===== src/rtl/nmi_scheduler_if.sv =====
// CPU bus bundle (interface cpu_bus) seen by the NMI scheduler: Z80-style
// strobes, address and data.
interface cpu_bus;
    logic        mreq;
    logic        m1;
    logic        rd;
    logic        wr;
    logic        ioreq;
    logic [15:0] a;
    logic [7:0]  d;

    modport master (output mreq, m1, rd, wr, ioreq, a, d);
    modport slave  (input  mreq, m1, rd, wr, ioreq, a, d);
endinterface


===== src/rtl/nmi_scheduler.sv =====
// NMI scheduler: latches magic/divmmc/pause requests and issues one NMI per
// frame edge. Optional ASSERT-state timeout via `define NMI_SCHEDULER_TIMEOUT_EN.
module nmi_scheduler (
    input  logic       clk28,
    input  logic       rst_n,
    cpu_bus.slave      bus,
    input  logic       req_magic,
    input  logic       req_div,
    input  logic       req_pause,
    input  logic       n_int,
    input  logic       n_int_next,
    input  logic       inhibit,
    input  logic       magic_map,
    output logic       n_nmi,
    output logic       nmi_busy,
    output logic [7:0] d_out,
    output logic       d_out_active
);

    localparam int unsigned SRC_W = 3;
    localparam int unsigned CNT_W = 16;
    localparam logic [15:0] NMI_VEC   = 16'h0066;
    localparam logic [15:0] PORT_ADDR = 16'h10FF;

    typedef enum logic [1:0] {
        S_IDLE      = 2'd0,
        S_WAIT_SYNC = 2'd1,
        S_ASSERT    = 2'd2,
        S_ACKED     = 2'd3
    } state_e;

    state_e             state_q, state_d;
    logic [SRC_W-1:0]   req_prev_q, req_prev_d;
    logic [SRC_W-1:0]   pending_q, pending_d;
    logic [SRC_W-1:0]   cause_q, cause_d;
    logic               n_nmi_q, n_nmi_d;
    logic               nmi_busy_q, nmi_busy_d;
    logic [7:0]         d_out_q, d_out_d;
    logic               d_out_active_q, d_out_active_d;
    logic               timeout_flag;

    logic [SRC_W-1:0]   req_vec;
    logic [SRC_W-1:0]   req_rise;
    logic [SRC_W-1:0]   grant_sel;
    logic [SRC_W-1:0]   grant_mask;
    logic               ack_fetch;
    logic               port_hit;
    logic               port_wr;
    logic               port_rd;
    logic               frame_edge;

`ifdef NMI_SCHEDULER_TIMEOUT_EN
    logic [CNT_W-1:0]   cnt_q, cnt_d;
    logic               timeout_q, timeout_d;
    assign timeout_flag = timeout_q;
`else
    assign timeout_flag = 1'b0;
`endif

    // Bus decode and request edge detection
    always_comb begin
        req_vec    = {req_pause, req_div, req_magic};
        req_rise   = req_vec & ~req_prev_q;
        req_prev_d = req_vec;
        ack_fetch  = bus.m1 && bus.mreq && (bus.a == NMI_VEC);
        port_hit   = magic_map && bus.ioreq && (bus.a == PORT_ADDR);
        port_wr    = port_hit && bus.wr;
        port_rd    = port_hit && bus.rd;
        frame_edge = n_int && !n_int_next;
        if (pending_q[0])      grant_sel = 3'b001;
        else if (pending_q[1]) grant_sel = 3'b010;
        else if (pending_q[2]) grant_sel = 3'b100;
        else                   grant_sel = 3'b000;
    end

    // Next-state and registered-output logic
    always_comb begin
        state_d    = state_q;
        n_nmi_d    = n_nmi_q;
        cause_d    = cause_q;
        grant_mask = '0;
`ifdef NMI_SCHEDULER_TIMEOUT_EN
        cnt_d      = cnt_q;
        timeout_d  = timeout_q;
`endif
        case (state_q)
            S_IDLE: begin
                if ((|pending_q) && !inhibit) state_d = S_WAIT_SYNC;
            end
            S_WAIT_SYNC: begin
                if (inhibit) begin
                    state_d = S_IDLE;
                end else if (frame_edge) begin
                    state_d    = S_ASSERT;
                    n_nmi_d    = 1'b0;
                    cause_d    = grant_sel;
                    grant_mask = grant_sel;
`ifdef NMI_SCHEDULER_TIMEOUT_EN
                    cnt_d     = '0;
                    timeout_d = 1'b0;
`endif
                end
            end
            S_ASSERT: begin
                if (ack_fetch) begin
                    state_d = S_ACKED;
                    n_nmi_d = 1'b1;
`ifdef NMI_SCHEDULER_TIMEOUT_EN
                end else if (cnt_q == {CNT_W{1'b1}}) begin
                    state_d   = S_IDLE;
                    n_nmi_d   = 1'b1;
                    timeout_d = 1'b1;
                end else begin
                    cnt_d = cnt_q + CNT_W'(1);
`endif
                end
            end
            S_ACKED: begin
                if (port_wr) state_d = S_IDLE;
            end
            default: state_d = S_IDLE;
        endcase

        // A request edge in the grant cycle re-arms the same source
        pending_d      = (pending_q & ~grant_mask) | req_rise;
        nmi_busy_d     = (state_d != S_IDLE);
        d_out_active_d = port_rd;
        d_out_d        = {pending_q, timeout_flag, 1'b0, cause_q};
    end

    // Prev-request flops reset high so a level held through reset is ignored
    always_ff @(posedge clk28 or negedge rst_n) begin
        if (!rst_n) begin
            state_q        <= S_IDLE;
            req_prev_q     <= '1;
            pending_q      <= '0;
            cause_q        <= '0;
            n_nmi_q        <= 1'b1;
            nmi_busy_q     <= 1'b0;
            d_out_q        <= '0;
            d_out_active_q <= 1'b0;
`ifdef NMI_SCHEDULER_TIMEOUT_EN
            cnt_q          <= '0;
            timeout_q      <= 1'b0;
`endif
        end else begin
            state_q        <= state_d;
            req_prev_q     <= req_prev_d;
            pending_q      <= pending_d;
            cause_q        <= cause_d;
            n_nmi_q        <= n_nmi_d;
            nmi_busy_q     <= nmi_busy_d;
            d_out_q        <= d_out_d;
            d_out_active_q <= d_out_active_d;
`ifdef NMI_SCHEDULER_TIMEOUT_EN
            cnt_q          <= cnt_d;
            timeout_q      <= timeout_d;
`endif
        end
    end

    assign n_nmi        = n_nmi_q;
    assign nmi_busy     = nmi_busy_q;
    assign d_out        = d_out_q;
    assign d_out_active = d_out_active_q;

endmodule


===== src/flat_wrapper.sv =====
// flat-port wrapper written by rule: the top's interface ports become plain ports
module nmi_scheduler_flat 
  (clk28, rst_n, req_magic, req_div, req_pause, n_int, n_int_next, inhibit, magic_map, n_nmi, nmi_busy, d_out, d_out_active, bus_mreq, bus_m1, bus_rd, bus_wr, bus_ioreq, bus_a, bus_d);
  cpu_bus bus_i ();
  input  logic clk28;
  input  logic rst_n;
  input  logic req_magic;
  input  logic req_div;
  input  logic req_pause;
  input  logic n_int;
  input  logic n_int_next;
  input  logic inhibit;
  input  logic magic_map;
  output logic n_nmi;
  output logic nmi_busy;
  output logic [7:0] d_out;
  output logic d_out_active;
  input wire logic [$bits(bus_i.mreq)-1:0] bus_mreq;
  input wire logic [$bits(bus_i.m1)-1:0] bus_m1;
  input wire logic [$bits(bus_i.rd)-1:0] bus_rd;
  input wire logic [$bits(bus_i.wr)-1:0] bus_wr;
  input wire logic [$bits(bus_i.ioreq)-1:0] bus_ioreq;
  input wire logic [$bits(bus_i.a)-1:0] bus_a;
  input wire logic [$bits(bus_i.d)-1:0] bus_d;
  assign bus_i.mreq = bus_mreq;
  assign bus_i.m1 = bus_m1;
  assign bus_i.rd = bus_rd;
  assign bus_i.wr = bus_wr;
  assign bus_i.ioreq = bus_ioreq;
  assign bus_i.a = bus_a;
  assign bus_i.d = bus_d;
  nmi_scheduler u_core (.clk28(clk28), .rst_n(rst_n), .bus(bus_i), .req_magic(req_magic), .req_div(req_div), .req_pause(req_pause), .n_int(n_int), .n_int_next(n_int_next), .inhibit(inhibit), .magic_map(magic_map), .n_nmi(n_nmi), .nmi_busy(nmi_busy), .d_out(d_out), .d_out_active(d_out_active));
endmodule

===== config.mk =====
export PLATFORM = sky130hd
export DESIGN_NAME = nmi_scheduler_flat
export DESIGN_NICKNAME = d
export VERILOG_FILES = /design/src/rtl/nmi_scheduler_if.sv /design/src/rtl/nmi_scheduler.sv /design/src/flat_wrapper.sv
export SDC_FILE = /design/constraint.sdc
export NUM_CORES = 1
export LEC_CHECK = 0
export BUFFER_PORTS_ARGS = -buffer_cell sky130_fd_sc_hd__buf_4
export CAP_MARGIN = 20
export CORE_MARGIN = 2
export CORE_UTILIZATION = 30
export CTS_BUF_LIST = sky130_fd_sc_hd__clkbuf_8
export DETAILED_ROUTE_END_ITERATION = 8
export PLACE_DENSITY = 0.66
export SLEW_MARGIN = 20
export SYNTH_ARGS = -nofsm -noshare
export SYNTH_HDL_FRONTEND = slang
export SYNTH_SLANG_ARGS = --single-unit

===== constraint.sdc =====
create_clock -name clk28 -period 3.2 [get_ports clk28]
set_input_delay 0.32 -clock clk28 [delete_from_list [all_inputs] [get_ports clk28]]
set_output_delay 0.32 -clock clk28 [all_outputs]
set_load 0.005 [all_outputs]

==> results.cfg, run 1 <==
[yosys]
netlist.top_cell.by_area = dfrtp_1
synth_top_area_frac = 0.501
syn_area_um2 = 800
ys_types = 28
synth_edf_count = 0
synthFlopType = dfrtp_1
synth_most_common_cell = dfrtp_1
yosys-top-cells-count = dfrtp_1 (16), nand2_1 (7), o21ai_0 (6)
syn_avg_cell_area_um2 = 12.1
yosys_register_bits = 20
synth-seq-area-share = 0.632
syn_inst = 66
ys_top_cells_by_area = dfrtp_1 (50%), dfstp_2 (13%), o21ai_0 (3.8%)
ys.warnings.count = 0
ys_async_sr_fraction = 1.00

[global_routing]
grt_usage = 0.112
grt-ovfl-total = 0
gr-usage-met3 = 0.0465
globalRouteMet2Util = 0.196
grt_max_degree = 21
antenna_found_initial = 0
grt_pass1_vias = 647
grt_pass1_wl_mm = 2.79
grt-busiest-layer = met2
globalRouteMet1Util = 0.128

[timing]
min_period_ps = 1490
rsz0062_at_grt = no
setup_tns_ps = 0
finClkSkew_ps = 1.09
fin_ws_ps = 1710
timing.hold.ws_ps = 182
fmax_ghz = 0.673
slew_viol_final = 0
finalHoldViolations = 0
period_share = 0.465
setup_viol = 0

[cts]
cts-root-buf = clkbuf_8
ctsLongestPathBuffers = 2
worstSkewPairLatency_ps = 250
clkSinkCount = 20
htreeDepth = 1
cts_resized = 0
cts.clk_slew.worst_paths_ps = 70
postCtsSetupBuffers = 0
numCtsBuffers = 3
cts_tree = done

[die]
core_area_um2 = 2500
die-area_um2 = 3090
rows = 18
die_h_um = 55.6
ios = 49
die_x_um = 55.6
start_util = 0.320

[setup_path]
critPathKind = reg -> reg
crit_path_end_kind = flop
cp.required_ps = 3340
cp.arrival_ps = 1620
worstRegToRegCells = 3
critPathMaxFanout = 10
cp-start-kind = flop

[job]
drv_cap = 0

[placed_design]
dp.cells = 132
gp_congestion = 0.826
post-dp-hpwl_mm = 1.23
place_ws_ps = 1600
port_buffers = 38

[detailed_routing]
dr.pass1.iters = 4
drt-vias-per-instance = 4.53
routed_wl_mm = 1.55
vias = 621
avgRoutedWirePerCell_um = 11.3
drtIter0Drc = 3
drc = 0
postRouteAntennaNets = 0

[status]
status = finished, final reports clean

[cells_and_area]
final_util = 0.466
syn_to_final_growth_pct = 45.7
finalNetCount = 146
antenna_cells = 0
drive_gt1_frac = 0.477
final_cells = 137
n_fill_cell = 226

[hold_path]
hold_path_class = in -> reg
hold_depth = 1

[power_and_ir_drop]
p_per_area_nw_per_um2 = 542
p_leak_nw = 0.548
ir_drop_mv = 0.375
cells by family after synthesis:
group | share of synthesized area
mux | 0.0188
buf+inv | 0.0469
simple gates | 0.186
other cells | 0.00469
compound gates | 0.111
flops | 0.632
through the flow:
step / total power [W] / cell area, µm²
detailed placement: 0.000454 / 1100
finish: 0.000631 / 1160
global placement: 0.000448 / 1100
global route: 0.000666 / 1160
CTS: 0.000640 / 1160
floorplan: 0.000381 / 803
routing by layer:
metal / share of wire / up-vias
met2: 0.54 / 18
li1: - / 312
met5: 0 / -
met4: 0 / 0
met3: 0.063 / 0
met1: 0.39 / 291
cell usage in the layout (no fill, tap or decap):
cell type,netlist,final
dlygate4sd3_1,0,1
o31ai_2,1,1
nor3_1,2,2
nand4_1,3,3
nor4_1,1,1
o41ai_2,1,1
a211o_1,1,1
inv_1,3,3
o21ai_0,6,6
o31ai_1,1,1
nand3_1,1,1
a31oi_1,1,1
nor4_2,1,1
mux2_4,1,1
dfrtp_1,16,16
or3_1,1,1
and3_1,1,1
nand2b_1,1,1
clkbuf_8,0,4
conb_1,1,2
a21o_1,1,1
nor2_1,4,4
and4_2,1,1
nand2_1,7,7
and4b_1,1,1
buf_4,2,38
dfstp_2,4,4
nor4b_1,1,1
nand3b_1,1,1
sequential cells by signal (all words and copies together) (netlist names):
name	flops
u_core.pending_q	3
u_core.d_out	6
u_core.cause_q	3
u_core.req_prev_q	3
u_core.state_q	2
u_core.n_nmi	1
u_core.nmi_busy	1
u_core.d_out_active	1
path summary, 6_finish.rpt:
kind	start	end	slack, ps
min in group asynchronous	rst_n	u_core.d_out_active	480
max in group asynchronous	rst_n	u_core.req_prev_q[1]	2460
worst min-delay path	req_div	u_core.req_prev_q[1]	180
worst max register to register	u_core.state_q[0]	u_core.cause_q[0]	1710
worst min register to register	u_core.cause_q[2]	u_core.d_out[2]	380
worst max-delay path	u_core.state_q[0]	u_core.cause_q[0]	1710
report_power, final:
group	switching (W)	internal [W]	total, W
logic	0.0000414	0.0000775	0.000119
clock network	0.0000733	0.000109	0.000182
registers	0.0000324	0.000297	0.000330
final cells by class:
class / instances / area, µm² / share of cell area
inverters: 3 / 11.3 / 0.00967
multi-input cells: 41 / 260 / 0.223
flip-flops and latches: 20 / 505 / 0.434
repair buffers: 39 / 295 / 0.253
well taps: 30 / 37.5 / 0.0322
clock buffers: 4 / 55.1 / 0.0473
critical path, stage by stage (launching register included):
cell	delay (ps)
dfrtp_1	420
nand3b_1	120
or3_1	480
mux2_4	350
what timing repair did:
| item | 4_1_cts | 5_1_grt |
|---|---|---|
| endpoints found under the hold margin | 16 | 0 |
| setup endpoints to repair | 0 | 0 |
| hold buffers | 1 | 0 |
Note: power is estimated with default switching activity, not from simulation.
==> inputs of run 2 (changes only) <==
--- a/config.mk
+++ b/config.mk
@@ -11,7 +11,7 @@
 export CORE_UTILIZATION = 30
 export CTS_BUF_LIST = sky130_fd_sc_hd__clkbuf_8
 export DETAILED_ROUTE_END_ITERATION = 8
-export PLACE_DENSITY = 0.66
+export PLACE_DENSITY = 0.69
 export SLEW_MARGIN = 20
 export SYNTH_ARGS = -nofsm -noshare
 export SYNTH_HDL_FRONTEND = slang
==> constraint.sdc (replaced) <==
create_clock -name clk28 -period 1.2 [get_ports clk28]
set_input_delay 0.12 -clock clk28 [delete_from_list [all_inputs] [get_ports clk28]]
set_output_delay 0.12 -clock clk28 [all_outputs]
set_load 0.005 [all_outputs]
==> run 2 against run 1 <==
Compared with the run above:
- the run now ends with negative setup slack left
- sequential share of layout area is 5.4 points lower
- clock skew hardly changed
- wire length is 14% higher
- non-clock buffer count is 15 higher
- power grew to 2.9 times the previous value
- largest power group unchanged
==> results.cfg, run 2 (same netlist as run 1, synthesis figures left out) <==
[setup_path]
cp_slowest_cell = or3_4
critPathKind = reg -> reg
crit_chain = nand3b_1, or3_4, mux2_4
critPathMaxFanout = 8
cp_slowest_stage_delay_ps = 400
cp.arrival_ps = 1400
cp-start-kind = flop
cp.required_ps = 1340
crit_path_end_kind = flop

[hold_path]
hold_path_class = in -> reg

[cells_and_area]
final_cells = 152
final_util = 0.533
final_common_cell = buf_4
antenna_cells = 0
drive_gt1_frac = 0.557
finalNetCount = 161
syn_to_final_growth_pct = 66.5
largest_reg_flops = 6
final_cell_mix = buf_4 (49), dfrtp_1 (16), nand2_1 (7)

[cts]
clkSinkCount = 20
cts.clk_slew.worst_paths_ps = 70
cts-root-buf = clkbuf_8
numCtsBuffers = 3
worstSkewPairLatency_ps = 250
ctsLongestPathBuffers = 2
cts_tree = done
htreeDepth = 1

[timing]
timing.hold.ws_ps = 120
fmax_ghz = 0.789
finalHoldViolations = 0
slew_viol_final = 0
rsz0062_at_grt = yes
min_period_ps = 1270
fin_ws_ps = -67.4
period_share = 1.06
finClkSkew_ps = 0.723
setup_viol = 5

[global_routing]
grt_pass1_wl_mm = 3.13
grt-ovfl-total = 0
grt_max_degree = 21
grt_pass1_vias = 751
antenna_found_initial = 0
grt_usage = 0.127

[status]
violations = negative setup slack
status = finished with violations

[detailed_routing]
dr.pass1.iters = 3
drt-vias-per-instance = 4.45
drc = 0
drtIter0Drc = 4
postRouteAntennaNets = 0
vias = 677
avgRoutedWirePerCell_um = 11.6
routed_wl_mm = 1.76

[die]
core_area_um2 = 2500
ios = 49
rows = 18
start_util = 0.320
die_x_um = 55.6
die_h_um = 55.6
die-area_um2 = 3090

[placed_design]
gp_congestion = 0.857
dp.cells = 142
post-dp-hpwl_mm = 1.36
port_buffers = 38

[job]
drv_cap = 0

[power_and_ir_drop]
p_per_area_nw_per_um2 = 1380
ir_drop_mv = 1.04
p_leak_nw = 0.633
power.total_w = 0.00184
## run 2: cell type report
| type | instances | area [µm²] |
|---|---|---|
| well taps | 30 | 37.5 |
| inverters | 3 | 11.3 |
| flip-flops and latches | 20 | 505 |
| clock buffers | 4 | 55.1 |
| fillers | 221 | 1170 |
| repair buffers | 54 | 419 |
| multi-input cells | 41 | 303 |
## run 2: path summary, 6_finish.rpt
path,from,end,slack (ps),cells after the start
worst max-delay path,u_core.state_q[0],u_core.cause_q[0],-70,3
worst min-delay path,bus_rd,u_core.d_out_active,120,2
worst max register to register,u_core.state_q[0],u_core.cause_q[0],-70,3
worst min register to register,u_core.cause_q[2],u_core.d_out[2],380,0
max in group asynchronous,rst_n,u_core.req_prev_q[0],660,2
min in group asynchronous,rst_n,u_core.cause_q[2],280,2
## run 2: critical path, delay by kind of cell, from the launching register on
kind	cells	cell delay (ps)
AND/OR/NAND/NOR	2	510
flip-flops	1	340
multiplexers	1	310
## run 2: stage by stage
stage | setup WS, ps | TNS [ps] | area [µm²]
after floorplan | -125 | -237 | 803
after global placement | -155 | -1000 | 1170
after detailed placement | -163 | -1150 | 1170
after CTS | -62.9 | -224 | 1300
after global routing | -155 | -757 | 1330
final | -67.4 | -222 | 1330
## run 2: per-layer routing
metal,GRT usage,vias to the layer above,share of wire
li1,-,344,-
met1,0.140,312,0.41
met2,0.231,19,0.52
met3,0.0442,2,0.056
met4,0.0279,0,0.011
met5,0,-,0
## run 2: timing repair
item	in CTS	in global routing
resized for setup	4	4
pin swaps	1	3
setup buffers	1	1
hold buffers	4	0
endpoints found under the hold margin	23	0
endpoints found under the setup margin	10	8
## run 2: where the power goes
group | internal [W] | leakage, nW | total [W] | switching [W]
combinational | 0.000313 | 0.385 | 0.000509 | 0.000195
sequential | 0.000792 | 0.220 | 0.000843 | 0.0000509
clock | 0.000291 | 0.0288 | 0.000484 | 0.000193
total | 0.00140 | 0.633 | 0.00184 | 0.000440
